<file path="config.mk">
export PLATFORM = sky130hd
export DESIGN_NAME = owr_arbiter
export DESIGN_NICKNAME = d
export VERILOG_FILES = /design/src/rtl/owr_arbiter.sv
export SDC_FILE = /design/constraint.sdc
export NUM_CORES = 1
export LEC_CHECK = 0
export ABC_CLOCK_PERIOD_IN_PS = 3600
export BUFFER_PORTS_ARGS = -buffer_cell sky130_fd_sc_hd__buf_2
export CORE_ASPECT_RATIO = 1.1
export CORE_MARGIN = 3
export CORE_UTILIZATION = 55
export CTS_BUF_LIST = sky130_fd_sc_hd__clkbuf_8
export DETAILED_ROUTE_END_ITERATION = 8
export GPL_ROUTABILITY_DRIVEN = 0
export PLACE_DENSITY = 0.83
export SETUP_SLACK_MARGIN = 0.2
export SYNTH_ARGS = -nofsm -noshare
export SYNTH_HDL_FRONTEND = slang
export SYNTH_SLANG_ARGS = --single-unit
</file>
<file path="constraint.sdc">
create_clock -name i_clk -period 3.6 [get_ports i_clk]
set_input_delay 0.72 -clock i_clk [delete_from_list [all_inputs] [get_ports i_clk]]
set_output_delay 0.72 -clock i_clk [all_outputs]
set_load 0.05 [all_outputs]
</file>
<file path="src/rtl/owr_arbiter.sv">
// Two-requester round-robin arbiter in front of a single one-wire controller.
// The owner issues commands one at a time; completion data and pulses go back
// only to the owner. A watchdog frees the bus from idle owners and from
// commands the controller never completes.
module owr_arbiter #(
  parameter int IDLE_TO = 4096,
  parameter int CMD_TO  = 2**24,
  parameter int CW      = 24
) (
  input  logic        i_clk,
  input  logic        i_rst,
  input  logic [1:0]  i_req,
  input  logic [1:0]  i_en,
  input  logic [5:0]  i_cmd0,
  input  logic [5:0]  i_cmd1,
  output logic [1:0]  o_gnt,
  output logic [1:0]  o_irq,
  output logic [1:0]  o_timeout,
  output logic        o_detect,
  output logic [15:0] o_data,
  output logic [5:0]  o_command,
  output logic        o_enable,
  input  logic        i_busy,
  input  logic        i_irq,
  input  logic        i_detect,
  input  logic [15:0] i_data
);

  typedef enum logic [1:0] {S_IDLE, S_GRANT, S_ISSUE, S_WAIT} state_t;

  // Limits are compared against the count of completed cycles in the state,
  // so the last legal value is TO-1 (CMD_TO = 2**CW still fits).
  localparam logic [CW-1:0] IDLE_LIM = CW'(IDLE_TO - 1);
  localparam logic [CW-1:0] CMD_LIM  = CW'(CMD_TO - 1);

  state_t        state_q;
  logic          owner_q;   // index of current owner, valid while o_gnt != 0
  logic          rr_q;      // requester that wins the next tie
  logic [CW-1:0] wd_q, wd_d;
  logic [1:0]    gnt_q, irq_q, to_q;
  logic          en_q, det_q;
  logic [5:0]    cmd_q;
  logic [15:0]   data_q;

  logic          winner_d;
  logic          own_req, own_en;
  logic [5:0]    own_cmd;
  logic [1:0]    own_oh;

  // Owner-relative views of the request side and the arbitration winner.
  always_comb begin
    winner_d = (i_req == 2'b11) ? rr_q : i_req[1];
    wd_d     = wd_q + 1'b1;
    own_req  = i_req[owner_q];
    own_en   = i_en[owner_q];
    own_cmd  = owner_q ? i_cmd1 : i_cmd0;
    own_oh   = owner_q ? 2'b10 : 2'b01;
  end

  // Arbitration FSM with registered outputs; pulses default low every cycle.
  always_ff @(posedge i_clk or posedge i_rst) begin
    if (i_rst) begin
      state_q <= S_IDLE;
      owner_q <= 1'b0;
      rr_q    <= 1'b0;
      wd_q    <= '0;
      gnt_q   <= 2'b00;
      irq_q   <= 2'b00;
      to_q    <= 2'b00;
      en_q    <= 1'b0;
      cmd_q   <= 6'd0;
      det_q   <= 1'b0;
      data_q  <= 16'd0;
    end else begin
      irq_q <= 2'b00;
      to_q  <= 2'b00;
      en_q  <= 1'b0;
      cmd_q <= 6'd0;
      wd_q  <= wd_d;
      case (state_q)
        S_IDLE: begin
          wd_q <= '0;
          if (|i_req) begin
            owner_q <= winner_d;
            rr_q    <= ~winner_d;
            gnt_q   <= winner_d ? 2'b10 : 2'b01;
            state_q <= S_GRANT;
          end
        end
        S_GRANT: begin
          if (!own_req) begin
            gnt_q   <= 2'b00;
            wd_q    <= '0;
            state_q <= S_IDLE;
          end else if (own_en && !i_busy) begin
            en_q    <= 1'b1;
            cmd_q   <= own_cmd;
            wd_q    <= '0;
            state_q <= S_ISSUE;
          end else if (wd_q == IDLE_LIM) begin
            to_q    <= own_oh;
            gnt_q   <= 2'b00;
            wd_q    <= '0;
            state_q <= S_IDLE;
          end
        end
        S_ISSUE: begin
          wd_q    <= '0;
          state_q <= S_WAIT;
        end
        S_WAIT: begin
          // Completion or command timeout both return to GRANT, or release
          // if the owner already dropped its request while waiting.
          if (i_irq || wd_q == CMD_LIM) begin
            if (i_irq) begin
              det_q  <= i_detect;
              data_q <= i_data;
              irq_q  <= own_oh;
            end else begin
              to_q   <= own_oh;
            end
            wd_q <= '0;
            if (own_req) begin
              state_q <= S_GRANT;
            end else begin
              gnt_q   <= 2'b00;
              state_q <= S_IDLE;
            end
          end
        end
        default: state_q <= S_IDLE;
      endcase
    end
  end

  assign o_gnt     = gnt_q;
  assign o_irq     = irq_q;
  assign o_timeout = to_q;
  assign o_enable  = en_q;
  assign o_command = cmd_q;
  assign o_detect  = det_q;
  assign o_data    = data_q;

endmodule
</file>
# After elaboration in Yosys (flattened, before gate mapping)
# Cells that the tools add are included.
totals:
  ff_bits: 58
  in_bits: 37
  out_inout_bits: 30
  word_cells: 78
op_classes:
  add_sub_neg: 1
  magnitude_cmp: 1
  n_eq_ne: 12
  muxes: 41
  n_bitwise: 1
  n_reduce_logical: 11
op_table:
  columns: ["cell", "n"]
  rows:
  - ["24-bit 2-to-1 mux", 4]
  - ["24-bit case mux with 3 select lines", 1]
  - ["2-bit 2-to-1 mux", 20]
  - ["24-bit by 1-bit adder with 24-bit output, second input constant", 1]
  - ["24-bit by 12-bit equality test with 1-bit output, second input constant", 1]
  - ["24-bit equality test, second input constant", 1]
  - ["6-bit 2-to-1 mux", 4]
  - ["1-bit 2-to-1 mux", 9]
  - ["2-bit case mux with 4 select lines", 1]
  - ["2-bit equality test, second input constant", 3]
  - ["2-bit != test, second input constant", 3]
  - ["3-bit != test, second input constant", 2]
  - ["2-bit case mux with 3 select lines", 1]
  - ["3-bit AND reduction", 2]
  - ["6-bit AND reduction", 1]
  - ["4-bit != test, second input constant", 1]
  - ["2-bit case mux with 2 select lines", 1]
  - ["2-bit OR reduction", 2]
  - ["3-bit nonzero test", 1]
  - ["2-bit by 1-bit equality test with 1-bit output, second input constant", 1]
  - ["2-bit logical NOT", 1]
  - ["1-bit by 2-bit < comparator with 1-bit output, second input constant", 1]
  - ["2-bit AND reduction", 1]
  - ["1-bit logical AND", 1]
  - ["other kinds (3)", 3]

# Depth between registers and ports, before layout
# Gate-level depths: netlist of run 1.
logic_depth:
  depth_word: 6
  ltp_mapped: 7
  depth_no_buf: 6

# Worst setup path before layout of run 1
# No wires, ideal clock.
synth_timing:
  path_type: "input port to flip-flop"
  start: "input port i_irq"
  end: "register data_q[0], in the netlist o_data[0]"
  setup_ns: 0.125
  arrival_time_ns: 1.698
  t_required_ns: 3.475
  path_slack_ns: 1.777
  cell_stages: 3
  path_buffers: 1
  cell_sequence: "nand3_1 -> clkbuf_1 -> mux2_2"
synth_between:
  elab_chain_cells: 2
synth_lines:
  columns: ["item", "line", "rtl"]
  rows:
  - ["start: declaration", "24", "input logic i_irq,"]
  - ["1-bit logical OR", "114", "if (i_irq || wd_q == CMD_LIM) begin"]
  - ["3-bit AND reduction (no line) (*)", null, null]
  - ["end signal: assignment", "117", "data_q <= i_data;"]
  - ["end: declaration", "43", "logic [15:0] data_q;"]
# Every way passes the cells marked *; elsewhere a longest branch is shown, timed or not.
# A chain may end at the register's enable or synchronous reset.

# Final worst setup path of run 1
layout_timing:
  start: "register wd_q[0]"
  end: "register wd_q[13]"
layout_between:
  elab_chain_cells: 5
  elab_cells_between_ends: 9
  cone_classes: "add/sub: 1; eq/ne: 2; mux: 5; reduce/logical: 1"
layout_lines:
  columns: ["item", "line", "rtl"]
  rows:
  - ["start: declaration", "39", "logic [CW-1:0] wd_q, wd_d;"]
  - ["start signal: assignment", "79", "wd_q <= wd_d;"]
  - ["24-bit by 1-bit adder with 24-bit output or 24-bit by 12-bit equality test with 1-bit output (tied branches)", "53, 100", null]
  - ["24-bit 2-to-1 mux", "100", "end else if (wd_q == IDLE_LIM) begin"]
  - ["24-bit 2-to-1 mux", "95", "end else if (own_en && !i_busy) begin"]
  - ["24-bit 2-to-1 mux", "91", "if (!own_req) begin"]
  - ["24-bit case mux with 3 select lines (*)", "80", "case (state_q)"]
# Marks and branches as above.

==> summary.txt, run 1 <==
Route
  • Uppermost layer routed: met4
  • Vias/cell: approximately 5.5
  • Initial DRC count: 133
  • DRT met1 WL: about 2100 um
  • Met3 routed WL: around 340 um
  • Via count: 1,971
  • # DRC: 0
  • Final WL: roughly 5200 um
  • Wire length per cell: ~14 um
  • Detailed Routing Iterations Pass 1: 4
  • Routed Antenna Nets: 0
  • WL met2: 2595 um

Timing
  • Ratio of final minimum period to clock period: ~63%
  • Final Skew: around 0.0075 ns
  • Worst Tran Pin Value: approximately 0.89 ns
  • Final setup margin: 1.318 ns
  • Fin crit period: about 2.3 ns
  • Rel. slew slack: 40.69%
  • Slew Viols, Final: 0
  • Setup violators final: 0
  • Final Hold Fails: 0
  • Fmax: approximately 0.44 GHz
  • Sum Neg Setup Slack: 0 ns
  • RSZ-0062 raised after global routing: no

GRT
  • Global-route wire length before repair: 8680 um
  • Largest net degree at the start of global routing: 44
  • Overall routing resource usage: roughly a fifth
  • Vias in the first global route: ~1,900
  • Initial antenna violation count: 0
  • Grt total ovfl: 0

Pwr
  • Pleak: roughly 1.6 nW
  • VDD IR-drop max: 0.6107 mV
  • Power per cell area: ~760 mW/mm^2

Place
  • I/O Buffers: 66
  • DP Wirelength: 3741 um
  • Placed cell count: around 350
  • Pre-CTS WS: around 1.3 ns

Floorplanning
  • Initial core utilization: slightly below 60%
  • IO Pins: 67
  • Chip height: ~78 um
  • DIE AREA: 0.005557 mm^2
  • Core footprint: 0.004410 mm^2
  • # rows: 25
  • Die W: ~70 um

Final layout
  • N_diodes: 0
  • Fin cells: 361
  • Share of cells above drive strength 1: between 30% and 40%
  • Synth-to-Final Area Change: 21.16%
  • Nets: 340

Worst setup path
  • Crit-path max FO: 25
  • CP Launch Type: flip-flop
  • Crit end category: flip-flop
  • Critical path arrival: 2.47 ns
  • CP Class: flip-flop to flip-flop
  • Worst Path Required: approximately 3.8 ns

Yosys
  • #FFs+latches synth: 58
  • Syn_area_per_cell: 11.14 um^2
  • Syn Inst Count: ~230
  • Yosys warnings: 0
  • Sequential fraction of the synthesis area: between 50% and 60%
  • Syn Nets: 270
  • Synth Cell Area: approximately 0.0026 mm^2
  • Synth cell types: 34

Clocking
  • Hold buffers post-CTS: 0
  • Clk pin slew, worst setup/hold paths: ~0.070 ns
  • H-tree depth: 3
  • Clock tree from TritonCTS: built
  • Clk buf depth: 2
  • Clock Sinks: a little under 60
  • Post-cts sizing count: 0
  • Setup Buffers After CTS: 0
  • CTS Buf Count: 9
  • Clk_lat worst skew: between 0.3 and 0.4 ns
  • CTS Root Buffer Type: clkbuf_8

Hold path
  • HP Class: flip-flop to flip-flop

Flow run
  • Count of max-cap constraint violations: 0

Status
  • Outcome: finished clean
[cells in the final DEF, fill, tap and decap left out, drive strengths merged, types with 2 or more instances in the layout]
master	count
buf	67
dfrtp	58
nor2	41
mux2	17
xor2	16
nand2	12
nand3	10
clkbuf	10
nand4	10
mux2i	8
inv	8
xnor2	6
and3	5
and4	4
o21ai	4
nor4	4
clkinv	4
a21oi	3
nor3	3
a31oi	3
nor2b	2
clkinvlp	2
[area by class of cell]
class | instances | area (um^2)
clock buffers | 10 | 137.6
well taps | 54 | 67.56
clock inverters | 6 | 42.54
repair buffers | 67 | 337.8
inverters | 8 | 30.03
fillers | 323 | 1280
flip-flops and latches | 58 | 1451
multi-input cells | 158 | 1064
[state kept, by name (all words and copies together) (netlist names), named ones only]
name,flops
o_command,6
o_data,16
o_detect,1
o_enable,1
o_gnt,2
o_irq,2
o_timeout,2
owner_q,1
rr_q,1
state_q,1
wd_q,24
[cells by family after synthesis]
kind of cell | Yosys count | synth area share (%)
mux | 25 | 10.51
fa+ha+maj | 1 | 0.4842
buf+inv | 16 | 2.663
flops | 58 | 56.17
compound gates | 16 | 4.456
xor+xnor | 22 | 7.457
simple gates | 94 | 18.26
[metal layers]
layer | vias up | global-route usage, %
met4 | 0 | 10.15
met1 | 952 | 24.81
met3 | 11 | 6.347
met5 | - | 0
met2 | 74 | 31.89
li1 | 934 | -
[power by group]
part / switching (mW) / internal [mW] / leakage [nW]
sequential: 0.116 / 0.798 / 0.765
clock: 0.267 / 0.268 / 0.0882
combinational: 0.661 / 0.273 / 0.699
total: 1.04 / 1.34 / 1.55
[through the flow]
step                hold WS [ns]  area, um^2  power (mW)  utilization (%)
finish                    0.4991        3131       2.382            70.98
global route              0.5126        3131       2.509            70.98
CTS                       0.5044        3131       2.399            70.98
detailed placement        0.4898        2950       1.862            66.89
global placement          0.4820        2950       1.833            66.89
floorplan                 0.4647        2584       1.656                -
[critical path: stages, from the launching register on]
cell and delay (ns):
dfrtp_1 0.41, ha_1 0.25, nand2_1 0.13, nor4_4 0.35, a31oi_1 0.24, a31oi_4 0.62, nor2_1 0.12
[cells in the mapped netlist (all sizes together)]
library cell  instances  share of area, %
dfrtp                58                56
nor3                  3              0.58
and3                  5               1.2
a21boi                1              0.29
and4                  4               1.4
o22ai                 1              0.24
buf                   3              0.77
o22a                  1              0.34
a21o                  1              0.29
nand3                10               1.9
ha                    1              0.48
a31oi                 3               1.3
a21oi                 3              0.58
nand2                12               1.7
nor4                  4               1.5
nand4                10               2.7
xor2                 16               5.4
inv                   8               1.2
a211oi                1              0.29
o21ai                 4              0.77
nand2b                1              0.24
or2                   1              0.24
xnor2                 6               2.0
mux2i                 8               3.1
clkbuf                5              0.73
nand3b                1              0.29
o31a                  1              0.34
nor2b                 2              0.48
nor2                 41               6.0
mux2                 17               7.4
[final timing paths]
check / start / slack [ns] / cells after the start / end
max in group asynchronous: i_rst / 2.31 / 3 / wd_q[22]$_DFF_PP0_
setup / recovery: wd_q[0]$_DFF_PP0_ / 1.32 / 6 / wd_q[13]$_DFF_PP0_
min in group asynchronous: i_rst / 0.56 / 2 / o_data[5]$_DFFE_PP0P_
hold / removal: o_data[5]$_DFFE_PP0P_ / 0.50 / 1 / o_data[5]$_DFFE_PP0P_
setup reg to reg: wd_q[0]$_DFF_PP0_ / 1.32 / 6 / wd_q[13]$_DFF_PP0_
hold reg to reg: o_data[5]$_DFFE_PP0P_ / 0.50 / 1 / o_data[5]$_DFFE_PP0P_
Power figures use the tool's default switching activity.
==> run 2: changes to the inputs <==
ABC_CLOCK_PERIOD_IN_PS = 2120   (was 3600)
CORE_UTILIZATION = 54   (was 55)
PLACE_DENSITY = 0.81   (was 0.83)
clock period = 2.12 ns   (was 3.6 ns; I/O delays follow)
==> run 2 against run 1 <==
First-iteration DRC count shrank 23%; clock power up 110%; combinational power grew 90%; non-clock buffer count increased by 11; cell count rose by 3.0%; flip-flop and latch count did not move; critical path depth increased by 1; critical path type unchanged; critical endpoint is now wd_q[7]$_DFF_PP0_; highest routed layer unchanged.
==> summary.txt, run 2 (synthesis results as in run 1) <==
Floorplanning
  • Chip height: a little under 80 um
  • DIE AREA: 0.005651 mm^2
  • Initial core utilization: roughly three fifths
  • # rows: 25
  • Core footprint: approximately 0.0044 mm^2
  • IO Pins: 67
  • Die W: 71.95 um

Worst setup path
  • Worst Setup SP: wd_q[1]$_DFF_PP0_
  • Critical path arrival: roughly 2 ns
  • CP Depth: 7
  • Max stage delay on crit path: just over 0.4 ns
  • Reg-to-reg endpoint: wd_q[7]$_DFF_PP0_
  • CP Class: flip-flop to flip-flop
  • Crit end category: flip-flop
  • CP max-delay cell: dfrtp_1
  • R2R Setup Slk: roughly 0.28 ns
  • Launching point of the worst reg2reg path: wd_q[1]$_DFF_PP0_
  • CP Launch Type: flip-flop
  • Crit-path max FO: 8
  • Worst reg-to-reg path cell count: 7
  • Buffers & Inverters on Critical Path: 1
  • Critical Path, Cell by Cell: ha_4, nand2_4, nor4_4, nand4_2, a31oi_4, clkbuf_16, nor2_1
  • Worst path top cell family by delay: simple AND/OR/NAND/NOR gates
  • Worst Path Required: between 2 and 2.5 ns

Clocking
  • H-tree depth: 3
  • CTS Buf Count: 9
  • Hold buffers post-CTS: 0
  • Clk_lat worst skew: 0.33 ns
  • Clk pin slew, worst setup/hold paths: around 0.070 ns
  • Clk buf depth: 2
  • Clock tree from TritonCTS: built
  • Clock Sinks: 58
  • CTS Root Buffer Type: clkbuf_8

Timing
  • Fin crit period: between 1.5 and 2 ns
  • Ratio of final minimum period to clock period: 86.77%
  • RSZ-0062 raised after global routing: yes
  • Setup violators final: 0
  • Fmax: 0.5436 GHz
  • Final setup margin: around 0.28 ns
  • Sum Neg Setup Slack: 0 ns
  • Worst Tran Pin Value: 0.5527 ns
  • Slew Viols, Final: 0
  • Final Hold Fails: 0
  • Final Skew: ~0.0094 ns
  • Final Hold Slack: about 0.10 ns
  • Rel. slew slack: 62.87%

Pwr
  • Combinational Power Share: between 40 and 50%
  • Pleak: 1.655 nW
  • Clock power share: between 20% and 30%
  • Switch Pwr: between 1.5 and 2 mW
  • Sequential share of power: 34.5%
  • Sw frac: between 40% and 50%
  • Power per cell area: roughly 1300 mW/mm^2
  • Int Pwr: approximately 2.6 mW
  • VDD IR-drop max: about 1.1 mV

GRT
  • Global-route wire length before repair: 8935 um
  • Overall routing resource usage: approximately 21%
  • M3 GR Usage: under 10%
  • Vias in the first global route: between 2,000 and 2,500
  • Most Crowded Layer GR: met2
  • Initial antenna violation count: 0
  • Grt total ovfl: 0
  • Largest net degree at the start of global routing: 25
  • Routing usage on met2: 34.56%
  • Met1 Use GR: 23.80%

Final layout
  • Synth-to-Final Area Change: 28.33%
  • Nets: between 300 and 400
  • # fillers: 300
  • Most flops, register: wd_q
  • Fin cells: about 370
  • Share of cells above drive strength 1: approximately 40%
  • N_diodes: 0
  • Max FFs per register: 24
  • Commonest non-fill, non-tap cell in the layout: buf_2
  • Commonest cells after routing, fill and taps aside: buf_2, dfrtp_1, nor2_1

Flow run
  • Count of max-cap constraint violations: 0

Route
  • Detailed Routing Iterations Pass 1: 4
  • Wire length per cell: about 15 um
  • Routed Antenna Nets: 0
  • Initial DRC count: ~100
  • # DRC: 0
  • Final WL: around 5500 um
  • Via count: 2,008
  • Vias/cell: about 5.4

Place
  • Placed cell count: roughly 350
  • I/O Buffers: 66
  • DP Wirelength: 3778 um
  • Pre-CTS WS: 0.3041 ns

Hold path
  • HP Class: input pin to async pin

Status
  • Outcome: finished clean
## run 2: cell types whose count changed in the layout (fill, tap and decap cells not counted), sizes merged
cell and change:
clkbuf +1, clkinvlp -1, inv +1, bufinv +2, clkinv -2, buf +10
## run 2: stage by stage
step	area, um^2	total power [mW]	util, %
detailed placement	3010	3.197	67.77
global placement	3010	3.168	67.77
floorplan	2584	2.813	-
CTS	3229	4.319	72.70
global route	3316	4.613	74.65
finish	3316	4.401	74.65
## run 2: metal layers
layer	vias up	part of all wire [%]	wire length, um
met5	-	0	0
met4	0	2.0	108
met3	13	6.1	337
met2	64	51	2815
met1	974	41	2224
li1	957	-	-
## run 2: worst max path at each step
| stage | endpoint | slack, ns |
|---|---|---|
| floorplan | async pin | 0.27 |
| global placement | wd_q[7]$_DFF_PP0_ | 0.38 |
| detailed placement | wd_q[13]$_DFF_PP0_ | 0.30 |
| CTS | wd_q[6]$_DFF_PP0_ | 0.28 |
| global route | wd_q[6]$_DFF_PP0_ | 0.17 |
| finish | wd_q[7]$_DFF_PP0_ | 0.28 |
## run 2: power by group through the flow
stage,logic [mW],clock network [mW],registers (mW)
after floorplan,0.627,0,2.19
after global placement,1.65,0,1.52
after detailed placement,1.67,0,1.53
after CTS,1.67,1.13,1.52
after global routing,1.88,1.18,1.55
final,1.77,1.11,1.52
## run 2: timing repair
item	CTS	global route
buffers inserted	0	2
resized for setup	0	14
endpoints found under the setup margin	0	16
## run 2: final cells by class
class                      count  area [um^2]  area share (%)
clock inverter                 6        81.33           2.453
tap                           54        67.56           2.038
inverter                       8        30.03          0.9057
multi-input combinational    158         1096           33.06
timing repair buffer          78        449.2           13.55
clock buffer                  10        137.6           4.151
sequential                    58         1454           43.85
## run 2: worst register-to-register path, stage by stage (launching register included)
cell	delay [ns]
dfrtp_1	0.41
ha_4	0.19
nand2_4	0.06
nor4_4	0.32
nand4_2	0.19
a31oi_4	0.30
clkbuf_16	0.21
nor2_1	0.05
==> run 3: changes to the inputs <==
CORE_UTILIZATION = 52   (was 54)
CTS_BUF_LIST = unset   (was sky130_fd_sc_hd__clkbuf_8)
PLACE_DENSITY = 0.79   (was 0.81)
RECOVER_POWER = 100   (was unset)
==> run 3 against run 2 <==
Clock skew decreased by 0.0044 ns; cell count is 0.27% higher; flip-flop and latch count is the same; largest cell class unchanged.
==> summary.txt, run 3 (synthesis results as in run 1) <==
Status
  • Outcome: finished clean

Worst setup path
  • Critical Path, Cell by Cell: ha_4, nand2_1, nor4_4, buf_4, nand4_1, clkbuf_1, a211oi_4, o21ai_0
  • Buffers & Inverters on Critical Path: 2
  • CP Launch Type: flip-flop
  • Worst reg-to-reg path cell count: 8
  • Max stage delay on crit path: 0.42 ns
  • CP max-delay cell: dfrtp_1
  • Critical path arrival: between 2 and 2.5 ns
  • Worst Path Required: ~2.3 ns
  • R2R Setup Slk: 0.25 ns
  • Crit end category: flip-flop
  • CP Class: flip-flop to flip-flop
  • Reg-to-reg endpoint: o_gnt[0]$_DFFE_PP0P_
  • Crit-path max FO: 4
  • Launching point of the worst reg2reg path: wd_q[1]$_DFF_PP0_
  • Worst path top cell family by delay: simple AND/OR/NAND/NOR gates

Final layout
  • Nets: between 300 and 400
  • Synth-to-Final Area Change: 24.60%
  • Commonest cells after routing, fill and taps aside: dfrtp_1, nor2_1, buf_2
  • # fillers: between 300 and 400
  • Max FFs per register: 24
  • N_diodes: 0
  • Most flops, register: wd_q
  • Fin cells: approximately 370
  • Share of cells above drive strength 1: between 20% and 30%
  • Commonest non-fill, non-tap cell in the layout: dfrtp_1

Timing
  • Rel. slew slack: between 20% and 30%
  • Setup violators final: 0
  • Worst Tran Pin Value: about 1.1 ns
  • RSZ-0062 raised after global routing: no
  • Ratio of final minimum period to clock period: slightly below 90%
  • Fin crit period: 1.867 ns
  • Slew Viols, Final: 0
  • Final Skew: a little under 0.005 ns
  • Fmax: approximately 0.54 GHz
  • Sum Neg Setup Slack: 0 ns
  • Final Hold Fails: 0

Route
  • Final WL: 5394 um
  • Routed Antenna Nets: 0
  • # DRC: 0
  • Via count: just under 2,000
  • Vias/cell: 5.284
  • Wire length per cell: around 14 um
  • Initial DRC count: around 90
  • Detailed Routing Iterations Pass 1: 4

GRT
  • Overall routing resource usage: between 10% and 20%
  • Global-route wire length before repair: just under 9000 um
  • Largest net degree at the start of global routing: 32
  • Grt total ovfl: 0
  • Initial antenna violation count: 0
  • Vias in the first global route: just over 2,000

Pwr
  • Power per cell area: 1312 mW/mm^2
  • VDD IR-drop max: a little over 0.9 mV
  • Pleak: between 1 and 1.5 nW

Clocking
  • Clk pin slew, worst setup/hold paths: about 0.070 ns
  • H-tree depth: 3
  • CTS Buf Count: 9
  • Clock Sinks: a little under 60
  • Clock tree from TritonCTS: built
  • CTS Root Buffer Type: clkbuf_8
  • Hold buffers post-CTS: 0
  • Clk buf depth: 2
  • Clk_lat worst skew: between 0.3 and 0.4 ns

Floorplanning
  • # rows: 26
  • Die W: about 73 um
  • Core footprint: 0.004717 mm^2
  • DIE AREA: just under 0.006 mm^2
  • Initial core utilization: 54.77%
  • Chip height: around 80 um
  • IO Pins: 67

Place
  • I/O Buffers: 66
  • DP Wirelength: between 3000 and 4000 um
  • Placed cell count: 354

Hold path
  • Hold path startpoint: i_data[10]
  • Hold path endpoint: o_data[10]$_DFFE_PP0P_
  • Hold Path Stages: 2
  • HP Class: input pin to flip-flop

Flow run
  • Count of max-cap constraint violations: 0
## run 3: changes by cell type in the layout (fill, tap and decap cells not counted), moves of 3 or more
cell	delta
nor2_1	+5
nor2_2	-5
clkbuf_1	+34
buf_2	-30
buf_4	-3
## run 3: worst max path at each step
| stage | from | end | depth (start not counted) |
|---|---|---|---|
| 6_report | wd_q[1]$_DFF_PP0_ | o_gnt[0]$_DFFE_PP0P_ | 8 |
| 3_3_place_gp | wd_q[0]$_DFF_PP0_ | wd_q[18]$_DFF_PP0_ | 7 |
| 4_1_cts | wd_q[0]$_DFF_PP0_ | wd_q[7]$_DFF_PP0_ | 7 |
| 5_1_grt | wd_q[1]$_DFF_PP0_ | o_gnt[1]$_DFFE_PP0P_ | 8 |
| 2_1_floorplan | i_rst | async pin | 1 |
| 3_5_place_dp | wd_q[0]$_DFF_PP0_ | wd_q[21]$_DFF_PP0_ | 7 |
## run 3: worst reg2reg max path: stages (launching register included)
cell	delay, ns
dfrtp_1	0.42
ha_4	0.18
nand2_1	0.10
nor4_4	0.21
buf_4	0.18
nand4_1	0.15
clkbuf_1	0.19
a211oi_4	0.22
o21ai_0	0.11
## run 3: stage by stage
step	total power, mW	util (%)	hold slack [ns]	setup WS [ns]	area [um^2]
after floorplan	2.813	-	0.4647	0.2680	2584
after global placement	3.166	63.71	0.4813	0.3618	3005
after detailed placement	3.206	63.71	0.4907	0.2758	3005
after CTS	4.252	67.98	0.1544	0.2713	3207
after global routing	4.434	68.25	0.2904	0.1346	3219
final	4.225	68.25	0.3084	0.2533	3219
## run 3: area by class of cell
type,instances,area (um^2),share of cell area [%]
sequential,58,1453,45.12
multi-input combinational,158,1097,34.08
timing repair buffer,77,367.9,11.43
clock buffer,9,123.9,3.848
clock inverter,7,77.57,2.410
tap,56,70.07,2.176
inverter,8,30.03,0.9328
## run 3: layer usage
metal	global-route usage [%]	up-vias	wire length, um	share of wire, %
met4	11.07	0	105	1.9
met3	6.423	9	320	5.9
met2	33.18	57	2804	52
met1	21.99	949	2163	40
met5	0	-	0	0
li1	-	956	-	-
## run 3: power breakdown
group          internal [mW]  switching, mW
registers               1.36          0.166
logic                  0.486           1.18
clock network          0.552          0.481
## run 3: what timing repair did
action                                  CTS  global route
resized for setup                         0             9
endpoints found under the setup margin    0            28
buffers inserted                          0             3
